`src/rtl/anton_neopixel_stream_sequencer_if.sv`:
```
// Register/stream bundle between the APB register block, the frame
// sequencer and the bit-pattern/serialiser logic.
// master: register-block side (drives control, observes the stream).
// slave:  sequencer side (consumes control, drives the stream).
interface anton_neopixel_stream_sequencer_if #(
  parameter int BUFFER_BITS  = 4,
  parameter int PATTERN_BITS = 3
);

  logic                    reg_ctrl_init;
  logic                    reg_ctrl_run;
  logic                    reg_ctrl_loop;
  logic                    reg_ctrl_limit;
  logic                    reg_ctrl_32bit;
  logic [12:0]             reg_max;

  logic [1:0]              state;
  logic [PATTERN_BITS-1:0] bit_pattern_index;
  logic [4:0]              pixel_bit_index;
  logic [BUFFER_BITS-1:0]  pixel_index;
  logic [BUFFER_BITS-1:0]  pixel_index_max;
  logic                    stream_output;
  logic                    stream_reset;
  logic                    stream_pattern_of;
  logic                    stream_bit_of;
  logic                    stream_pixel_of;
  logic                    frame_done;
  logic [15:0]             frame_count;

  modport master (
    output reg_ctrl_init, reg_ctrl_run, reg_ctrl_loop, reg_ctrl_limit,
           reg_ctrl_32bit, reg_max,
    input  state, bit_pattern_index, pixel_bit_index, pixel_index,
           pixel_index_max, stream_output, stream_reset, stream_pattern_of,
           stream_bit_of, stream_pixel_of, frame_done, frame_count
  );

  modport slave (
    input  reg_ctrl_init, reg_ctrl_run, reg_ctrl_loop, reg_ctrl_limit,
           reg_ctrl_32bit, reg_max,
    output state, bit_pattern_index, pixel_bit_index, pixel_index,
           pixel_index_max, stream_output, stream_reset, stream_pattern_of,
           stream_bit_of, stream_pixel_of, frame_done, frame_count
  );

endinterface

```
`src/rtl/anton_neopixel_stream_sequencer.sv`:
```
// NeoPixel frame sequencer in the 7 MHz pixel clock domain.
// Owns the IDLE/TRANSMIT/RESET state machine and the nested stream
// counters (sub-bit step, bit within pixel, pixel within frame) plus the
// inter-frame reset gap counter.
// Optional feature: define ANTON_STREAM_FRAME_COUNTER_EN to implement the
// 16-bit completed-frame counter; otherwise frame_count is tied to zero.
`ifndef BUFFER_END_DEFAULT
`define BUFFER_END_DEFAULT 15
`endif

module anton_neopixel_stream_sequencer #(
  parameter int BUFFER_END    = `BUFFER_END_DEFAULT,
  parameter int PATTERN_STEPS = 8,
  parameter int RESET_CYCLES  = 350
) (
  input  logic                                 clk7mhz,
  input  logic                                 rstn,
  anton_neopixel_stream_sequencer_if.slave     bus
);

  localparam int BUFFER_BITS  = $clog2(BUFFER_END + 1);
  localparam int PATTERN_BITS = $clog2(PATTERN_STEPS);
  localparam int RESET_BITS   = (RESET_CYCLES > 1) ? $clog2(RESET_CYCLES) : 1;

  localparam logic [PATTERN_BITS-1:0] PATTERN_LAST   = PATTERN_BITS'(PATTERN_STEPS - 1);
  localparam logic [RESET_BITS-1:0]   RESET_LAST     = RESET_BITS'(RESET_CYCLES - 1);
  localparam logic [12:0]             BUFFER_END_REG = 13'(BUFFER_END);

  typedef enum logic [1:0] {
    ST_IDLE     = 2'd0,
    ST_TRANSMIT = 2'd1,
    ST_RESET    = 2'd2
  } state_t;

  state_t                  state_q, state_d;
  logic                    run_q;
  logic [PATTERN_BITS-1:0] pattern_q, pattern_d;
  logic [4:0]              bit_q, bit_d;
  logic [BUFFER_BITS-1:0]  pixel_q, pixel_d;
  logic [BUFFER_BITS-1:0]  pixel_max_q, pixel_max_d;
  logic                    mode32_q, mode32_d;
  logic [RESET_BITS-1:0]   gap_q, gap_d;
  logic                    frame_done_q, frame_done_d;

  logic                    active;
  logic                    tx_active;
  logic                    gap_active;
  logic                    pattern_of;
  logic                    bit_of;
  logic                    pixel_of;
  logic                    start;
  logic                    gap_end;
  logic [4:0]              bit_last;
  logic [12:0]             limit_wide;
  logic [BUFFER_BITS-1:0]  limit_eff;

  // Stream qualifiers, overflow strobes and the clamped frame limit.
  always_comb begin
    active     = bus.reg_ctrl_run && !bus.reg_ctrl_init;
    tx_active  = (state_q == ST_TRANSMIT) && active;
    gap_active = (state_q == ST_RESET) && active;
    bit_last   = mode32_q ? 5'd31 : 5'd23;
    pattern_of = tx_active && (pattern_q == PATTERN_LAST);
    bit_of     = pattern_of && (bit_q == bit_last);
    pixel_of   = bit_of && (pixel_q == pixel_max_q);
    start      = active && (bus.reg_ctrl_loop || !run_q);
    gap_end    = gap_active && (gap_q == RESET_LAST);
    limit_wide = (bus.reg_ctrl_limit && (bus.reg_max < BUFFER_END_REG)) ? bus.reg_max
                                                                        : BUFFER_END_REG;
    limit_eff  = BUFFER_BITS'(limit_wide);
  end

  // Next-state and counter logic; everything holds unless the stream is active.
  always_comb begin
    state_d      = state_q;
    pattern_d    = pattern_q;
    bit_d        = bit_q;
    pixel_d      = pixel_q;
    pixel_max_d  = pixel_max_q;
    mode32_d     = mode32_q;
    gap_d        = gap_q;
    frame_done_d = 1'b0;

    case (state_q)
      ST_IDLE: begin
        if (start) begin
          state_d     = ST_TRANSMIT;
          pattern_d   = '0;
          bit_d       = '0;
          pixel_d     = '0;
          pixel_max_d = limit_eff;
          mode32_d    = bus.reg_ctrl_32bit;
        end
      end

      ST_TRANSMIT: begin
        if (tx_active) begin
          if (pattern_of) begin
            pattern_d = '0;
            if (bit_of) begin
              bit_d = '0;
              if (pixel_of) begin
                pixel_d = '0;
                gap_d   = '0;
                state_d = ST_RESET;
              end else begin
                pixel_d = pixel_q + BUFFER_BITS'(1);
              end
            end else begin
              bit_d = bit_q + 5'd1;
            end
          end else begin
            pattern_d = pattern_q + PATTERN_BITS'(1);
          end
        end
      end

      ST_RESET: begin
        if (gap_active) begin
          if (gap_end) begin
            gap_d        = '0;
            frame_done_d = 1'b1;
            if (bus.reg_ctrl_loop) begin
              state_d     = ST_TRANSMIT;
              pattern_d   = '0;
              bit_d       = '0;
              pixel_d     = '0;
              pixel_max_d = limit_eff;
              mode32_d    = bus.reg_ctrl_32bit;
            end else begin
              state_d = ST_IDLE;
            end
          end else begin
            gap_d = gap_q + RESET_BITS'(1);
          end
        end
      end

      default: state_d = ST_IDLE;
    endcase
  end

  // State and counter registers; init clears everything except the run history.
  always_ff @(posedge clk7mhz) begin
    if (!rstn) begin
      run_q        <= 1'b0;
      state_q      <= ST_IDLE;
      pattern_q    <= '0;
      bit_q        <= '0;
      pixel_q      <= '0;
      pixel_max_q  <= '0;
      mode32_q     <= 1'b0;
      gap_q        <= '0;
      frame_done_q <= 1'b0;
    end else begin
      run_q <= bus.reg_ctrl_run;
      if (bus.reg_ctrl_init) begin
        state_q      <= ST_IDLE;
        pattern_q    <= '0;
        bit_q        <= '0;
        pixel_q      <= '0;
        pixel_max_q  <= '0;
        mode32_q     <= 1'b0;
        gap_q        <= '0;
        frame_done_q <= 1'b0;
      end else begin
        state_q      <= state_d;
        pattern_q    <= pattern_d;
        bit_q        <= bit_d;
        pixel_q      <= pixel_d;
        pixel_max_q  <= pixel_max_d;
        mode32_q     <= mode32_d;
        gap_q        <= gap_d;
        frame_done_q <= frame_done_d;
      end
    end
  end

`ifdef ANTON_STREAM_FRAME_COUNTER_EN
  logic [15:0] frame_count_q;

  // Completed-frame counter, stepping on the same edge that raises frame_done.
  always_ff @(posedge clk7mhz) begin
    if (!rstn) begin
      frame_count_q <= '0;
    end else if (bus.reg_ctrl_init) begin
      frame_count_q <= '0;
    end else if (frame_done_d) begin
      frame_count_q <= frame_count_q + 16'd1;
    end
  end

  assign bus.frame_count = frame_count_q;
`else
  assign bus.frame_count = 16'd0;
`endif

  assign bus.state             = state_q;
  assign bus.bit_pattern_index = pattern_q;
  assign bus.pixel_bit_index   = bit_q;
  assign bus.pixel_index       = pixel_q;
  assign bus.pixel_index_max   = pixel_max_q;
  assign bus.stream_output     = tx_active;
  assign bus.stream_reset      = gap_active;
  assign bus.stream_pattern_of = pattern_of;
  assign bus.stream_bit_of     = bit_of;
  assign bus.stream_pixel_of   = pixel_of;
  assign bus.frame_done        = frame_done_q;

endmodule

```
`src/flat_wrapper.sv`:
```
// flat-port wrapper written by rule: the top's interface ports become plain ports
module anton_neopixel_stream_sequencer_flat 
#(
  parameter int BUFFER_END    = `BUFFER_END_DEFAULT,
  parameter int PATTERN_STEPS = 8,
  parameter int RESET_CYCLES  = 350
)
  (clk7mhz, rstn, bus_reg_ctrl_init, bus_reg_ctrl_run, bus_reg_ctrl_loop, bus_reg_ctrl_limit, bus_reg_ctrl_32bit, bus_reg_max, bus_state, bus_bit_pattern_index, bus_pixel_bit_index, bus_pixel_index, bus_pixel_index_max, bus_stream_output, bus_stream_reset, bus_stream_pattern_of, bus_stream_bit_of, bus_stream_pixel_of, bus_frame_done, bus_frame_count);
  anton_neopixel_stream_sequencer_if #(.BUFFER_BITS((4)), .PATTERN_BITS((3))) bus_i ();
  input  logic clk7mhz;
  input  logic rstn;
  input wire logic [$bits(bus_i.reg_ctrl_init)-1:0] bus_reg_ctrl_init;
  input wire logic [$bits(bus_i.reg_ctrl_run)-1:0] bus_reg_ctrl_run;
  input wire logic [$bits(bus_i.reg_ctrl_loop)-1:0] bus_reg_ctrl_loop;
  input wire logic [$bits(bus_i.reg_ctrl_limit)-1:0] bus_reg_ctrl_limit;
  input wire logic [$bits(bus_i.reg_ctrl_32bit)-1:0] bus_reg_ctrl_32bit;
  input wire logic [$bits(bus_i.reg_max)-1:0] bus_reg_max;
  output wire logic [$bits(bus_i.state)-1:0] bus_state;
  output wire logic [$bits(bus_i.bit_pattern_index)-1:0] bus_bit_pattern_index;
  output wire logic [$bits(bus_i.pixel_bit_index)-1:0] bus_pixel_bit_index;
  output wire logic [$bits(bus_i.pixel_index)-1:0] bus_pixel_index;
  output wire logic [$bits(bus_i.pixel_index_max)-1:0] bus_pixel_index_max;
  output wire logic [$bits(bus_i.stream_output)-1:0] bus_stream_output;
  output wire logic [$bits(bus_i.stream_reset)-1:0] bus_stream_reset;
  output wire logic [$bits(bus_i.stream_pattern_of)-1:0] bus_stream_pattern_of;
  output wire logic [$bits(bus_i.stream_bit_of)-1:0] bus_stream_bit_of;
  output wire logic [$bits(bus_i.stream_pixel_of)-1:0] bus_stream_pixel_of;
  output wire logic [$bits(bus_i.frame_done)-1:0] bus_frame_done;
  output wire logic [$bits(bus_i.frame_count)-1:0] bus_frame_count;
  assign bus_i.reg_ctrl_init = bus_reg_ctrl_init;
  assign bus_i.reg_ctrl_run = bus_reg_ctrl_run;
  assign bus_i.reg_ctrl_loop = bus_reg_ctrl_loop;
  assign bus_i.reg_ctrl_limit = bus_reg_ctrl_limit;
  assign bus_i.reg_ctrl_32bit = bus_reg_ctrl_32bit;
  assign bus_i.reg_max = bus_reg_max;
  assign bus_state = bus_i.state;
  assign bus_bit_pattern_index = bus_i.bit_pattern_index;
  assign bus_pixel_bit_index = bus_i.pixel_bit_index;
  assign bus_pixel_index = bus_i.pixel_index;
  assign bus_pixel_index_max = bus_i.pixel_index_max;
  assign bus_stream_output = bus_i.stream_output;
  assign bus_stream_reset = bus_i.stream_reset;
  assign bus_stream_pattern_of = bus_i.stream_pattern_of;
  assign bus_stream_bit_of = bus_i.stream_bit_of;
  assign bus_stream_pixel_of = bus_i.stream_pixel_of;
  assign bus_frame_done = bus_i.frame_done;
  assign bus_frame_count = bus_i.frame_count;
  anton_neopixel_stream_sequencer #(.BUFFER_END(BUFFER_END), .PATTERN_STEPS(PATTERN_STEPS), .RESET_CYCLES(RESET_CYCLES)) u_core (.clk7mhz(clk7mhz), .rstn(rstn), .bus(bus_i));
endmodule
```
`config.mk`:
```
export PLATFORM = sky130hd
export DESIGN_NAME = anton_neopixel_stream_sequencer_flat
export DESIGN_NICKNAME = d
export VERILOG_FILES = /design/src/rtl/anton_neopixel_stream_sequencer_if.sv /design/src/rtl/anton_neopixel_stream_sequencer.sv /design/src/flat_wrapper.sv
export SDC_FILE = /design/constraint.sdc
export NUM_CORES = 1
export LEC_CHECK = 0
export ABC_CLOCK_PERIOD_IN_PS = 4850
export CAP_MARGIN = 15
export CORE_ASPECT_RATIO = 1.4
export CORE_MARGIN = 3
export CORE_UTILIZATION = 40
export DETAILED_ROUTE_END_ITERATION = 6
export DONT_BUFFER_PORTS = 1
export HOLD_SLACK_MARGIN = 0.03
export RECOVER_POWER = 50
export SETUP_SLACK_MARGIN = 0.5
export SYNTH_ARGS = -nofsm -noshare
export SYNTH_HDL_FRONTEND = slang
export SYNTH_SLANG_ARGS = --single-unit
```
`constraint.sdc`:
```
create_clock -name clk7mhz -period 4.85 [get_ports clk7mhz]
set_input_delay 0.2425 -clock clk7mhz [delete_from_list [all_inputs] [get_ports clk7mhz]]
set_output_delay 0.2425 -clock clk7mhz [all_outputs]
set_load 0.01 [all_outputs]
```
==> flow_summary.toml <==
[run_status]
status = "completed"

[grt]
antenna_found_initial = 0
track_usage_pct = 16.0
grt_pass1_wl_um = 6830
grt_max_degree = 25
grt.overflow.total = 0
grt_pass1_vias = 1408

[critical_path]
cp-end-kind = "output pin"
path_class = "reg2out"
worst_ep_required_time_ps = 4610
cp_max_fo = 5
arrival_ps = 2590
start_kind = "flip-flop"

[synthesis]
synthCells = 216
ys_seq_area_share_pct = 33.2
async_flop_share_pct = 0
synth_cell_types = 49
ys.flop_type = "dfxtp_1"
ys_seq_elements = 30
synthesis.area_um2 = 1810
synth_edf_count = 0
postSynthAreaPerCell_um2 = 8.36
yosys_warnings = 0

[cells_and_area]
finalNetCount = 243
drive_above_1_share_pct = 8.26
final_util_pct = 43.5
area_delta_synth_final_pct = 3.81
n_antenna_cell = 0
layout_common_cells = "30 x dfxtp_1, 21 x nand2_1, 16 x conb_1"
instances_no_fill = 278
final_common_cell = "dfxtp_1"

[timing]
hold_viol_final = 0
period_share_pct = 58.5
slew_violations = 0
fmax_mhz = 352
timing.final.crit_period_ps = 2840
setup_violations = 0
finClkSkew_ps = 6.73
rsz0062_at_grt = "false"
slew-limit-headroom_pct = 11.9
fin_tns_setup_ps = 0
tightest_slew_ps = 1310

[floorplanning]
die-area_um2 = 5370
core_um2 = 4310
pin_count = 60
std_cell_rows = 28
dieWidth_um = 62.8
dieHeight_um = 85.5
start_util_pct = 41.9

[detailed_routing]
routed_wire_length_per_instance_um = 14.7
ant_nets = 0
via_count = 1535
drt_wl_total_um = 4090
dr.first_iter.drc_count = 64
via_per_inst = 5.52
drc = 0
first_pass_iters = 4

[clock_tree]
cts_buffers = 5
cts_tree = "built"
cts_setup_buffers = 0
cts_resized = 0
htreeDepth = 2
clkSinkCount = 30
clock-root-buffer = "clkbuf_8"
cts_buffer_depth = 2
clk_pin_slew_worst_paths_ps = 70
clkLatencyLatePin_ps = 280
hold_buffers = 0

[power]
p_per_area_nw_per_um2 = 284
peakVddDrop_uv = 124
power.total_uw = 533
leakagePower_uw = 0.000710

[placed_design]
post-dp-hpwl_um = 3090
place_congestion = 0.762
place_inst = 270
port_buffers = 0

[flow_run]
maxCapViolCount = 0

[hold_path]
hold_class = "in2reg"
[cell type report]
class | instances | area [um^2]
inverters | 9 | 33.8
flip-flops and latches | 30 | 601
clock inverters | 3 | 40.0
multi-input cells | 170 | 1050
well taps | 60 | 75.1
repair buffers | 1 | 7.51
clock buffers | 5 | 68.8
fillers | 440 | 2430
[per-layer routing]
metal	GRT usage [%]	up-vias	share of wire (%)
li1	-	751	-
met1	19.4	732	41
met2	27.9	47	53
met3	3.67	5	5.1
met4	5.62	0	1.3
met5	0	-	0
[worst paths after layout]
path                                        start                   to  slack [ps]  depth (start not counted)
setup / recovery  u_core.bus.bit_pattern_index[0]  bus_stream_pixel_of        2010                          5
hold / removal                   bus_reg_ctrl_run         u_core.run_q          80                          1
setup reg to reg  u_core.bus.bit_pattern_index[0]      u_core.gap_q[0]        2030                          7
hold reg to reg                   u_core.gap_q[1]      u_core.gap_q[1]         490                          2
[worst max-delay path, stage by stage, from the launching register on]
cell and delay (ps):
dfxtp_1 430, ha_1 180, ha_1 160, inv_1 60, nor4_1 1090, and2_1 390
[power by group]
part / switching [uW] / internal [uW]
combinational: 23.3 / 9.54
sequential: 3.17 / 249
clock: 97.0 / 151
total: 123 / 409
[kinds of logic (layout without fill, tap and decap cells)]
| logic type | Yosys count | in the layout | share of synthesized area (%) |
|---|---|---|---|
| other cells | 1 | 16 | 0.208 |
| fa+ha+maj | 6 | 6 | 4.16 |
| simple gates | 91 | 91 | 29.9 |
| mux | 2 | 2 | 1.11 |
| xor+xnor | 6 | 6 | 2.91 |
| flops | 30 | 30 | 33.2 |
| buf+inv | 31 | 18 | 9.90 |
| compound gates | 49 | 49 | 18.6 |
[state kept, by name, summed over array words and instances (netlist names)]
name / flops
u_core.bus.pixel_bit_index: 5
u_core.bus.pixel_index_max: 4
u_core.run_q: 1
u_core.gap_q: 9
u_core.mode32_q: 1
u_core.bus.pixel_index: 4
u_core.bus.frame_done: 1
u_core.bus.state: 2
u_core.bus.bit_pattern_index: 3
[stage by stage]
| stage | worst slack, ps | hold slack [ps] | instance area (um^2) |
|---|---|---|---|
| floorplan | 2900 | 364 | 1860 |
| global placement | 2610 | 369 | 1800 |
| detailed placement | 2530 | 368 | 1800 |
| CTS | 2510 | 74.6 | 1910 |
| global route | 1750 | 86.2 | 1880 |
| finish | 2010 | 84.0 | 1880 |
[Yosys cell counts (all sizes together), types with 2 or more instances]
library cell	n	area (um^2)
a211oi	2	15.0
a21oi	15	86.3
and2	2	12.5
and3	3	18.8
buf	18	130
clkbuf	4	15.0
dfxtp	30	601
ha	6	75.1
inv	9	33.8
mux2i	2	20.0
nand2	21	81.3
nand2b	3	18.8
nand3	10	50.1
nand4	6	37.5
nand4bb	3	50.1
nor2	13	48.8
nor2b	4	25.0
nor3	2	10.0
nor3b	2	15.0
nor4	5	52.6
o211ai	5	37.5
o21ai	8	43.8
o22ai	7	43.8
o31ai	2	15.0
o32ai	2	17.5
or2	3	18.8
or3	10	67.6
or3b	2	17.5
xor2	5	43.8
No activity file was read; power rests on OpenSTA's default activity.
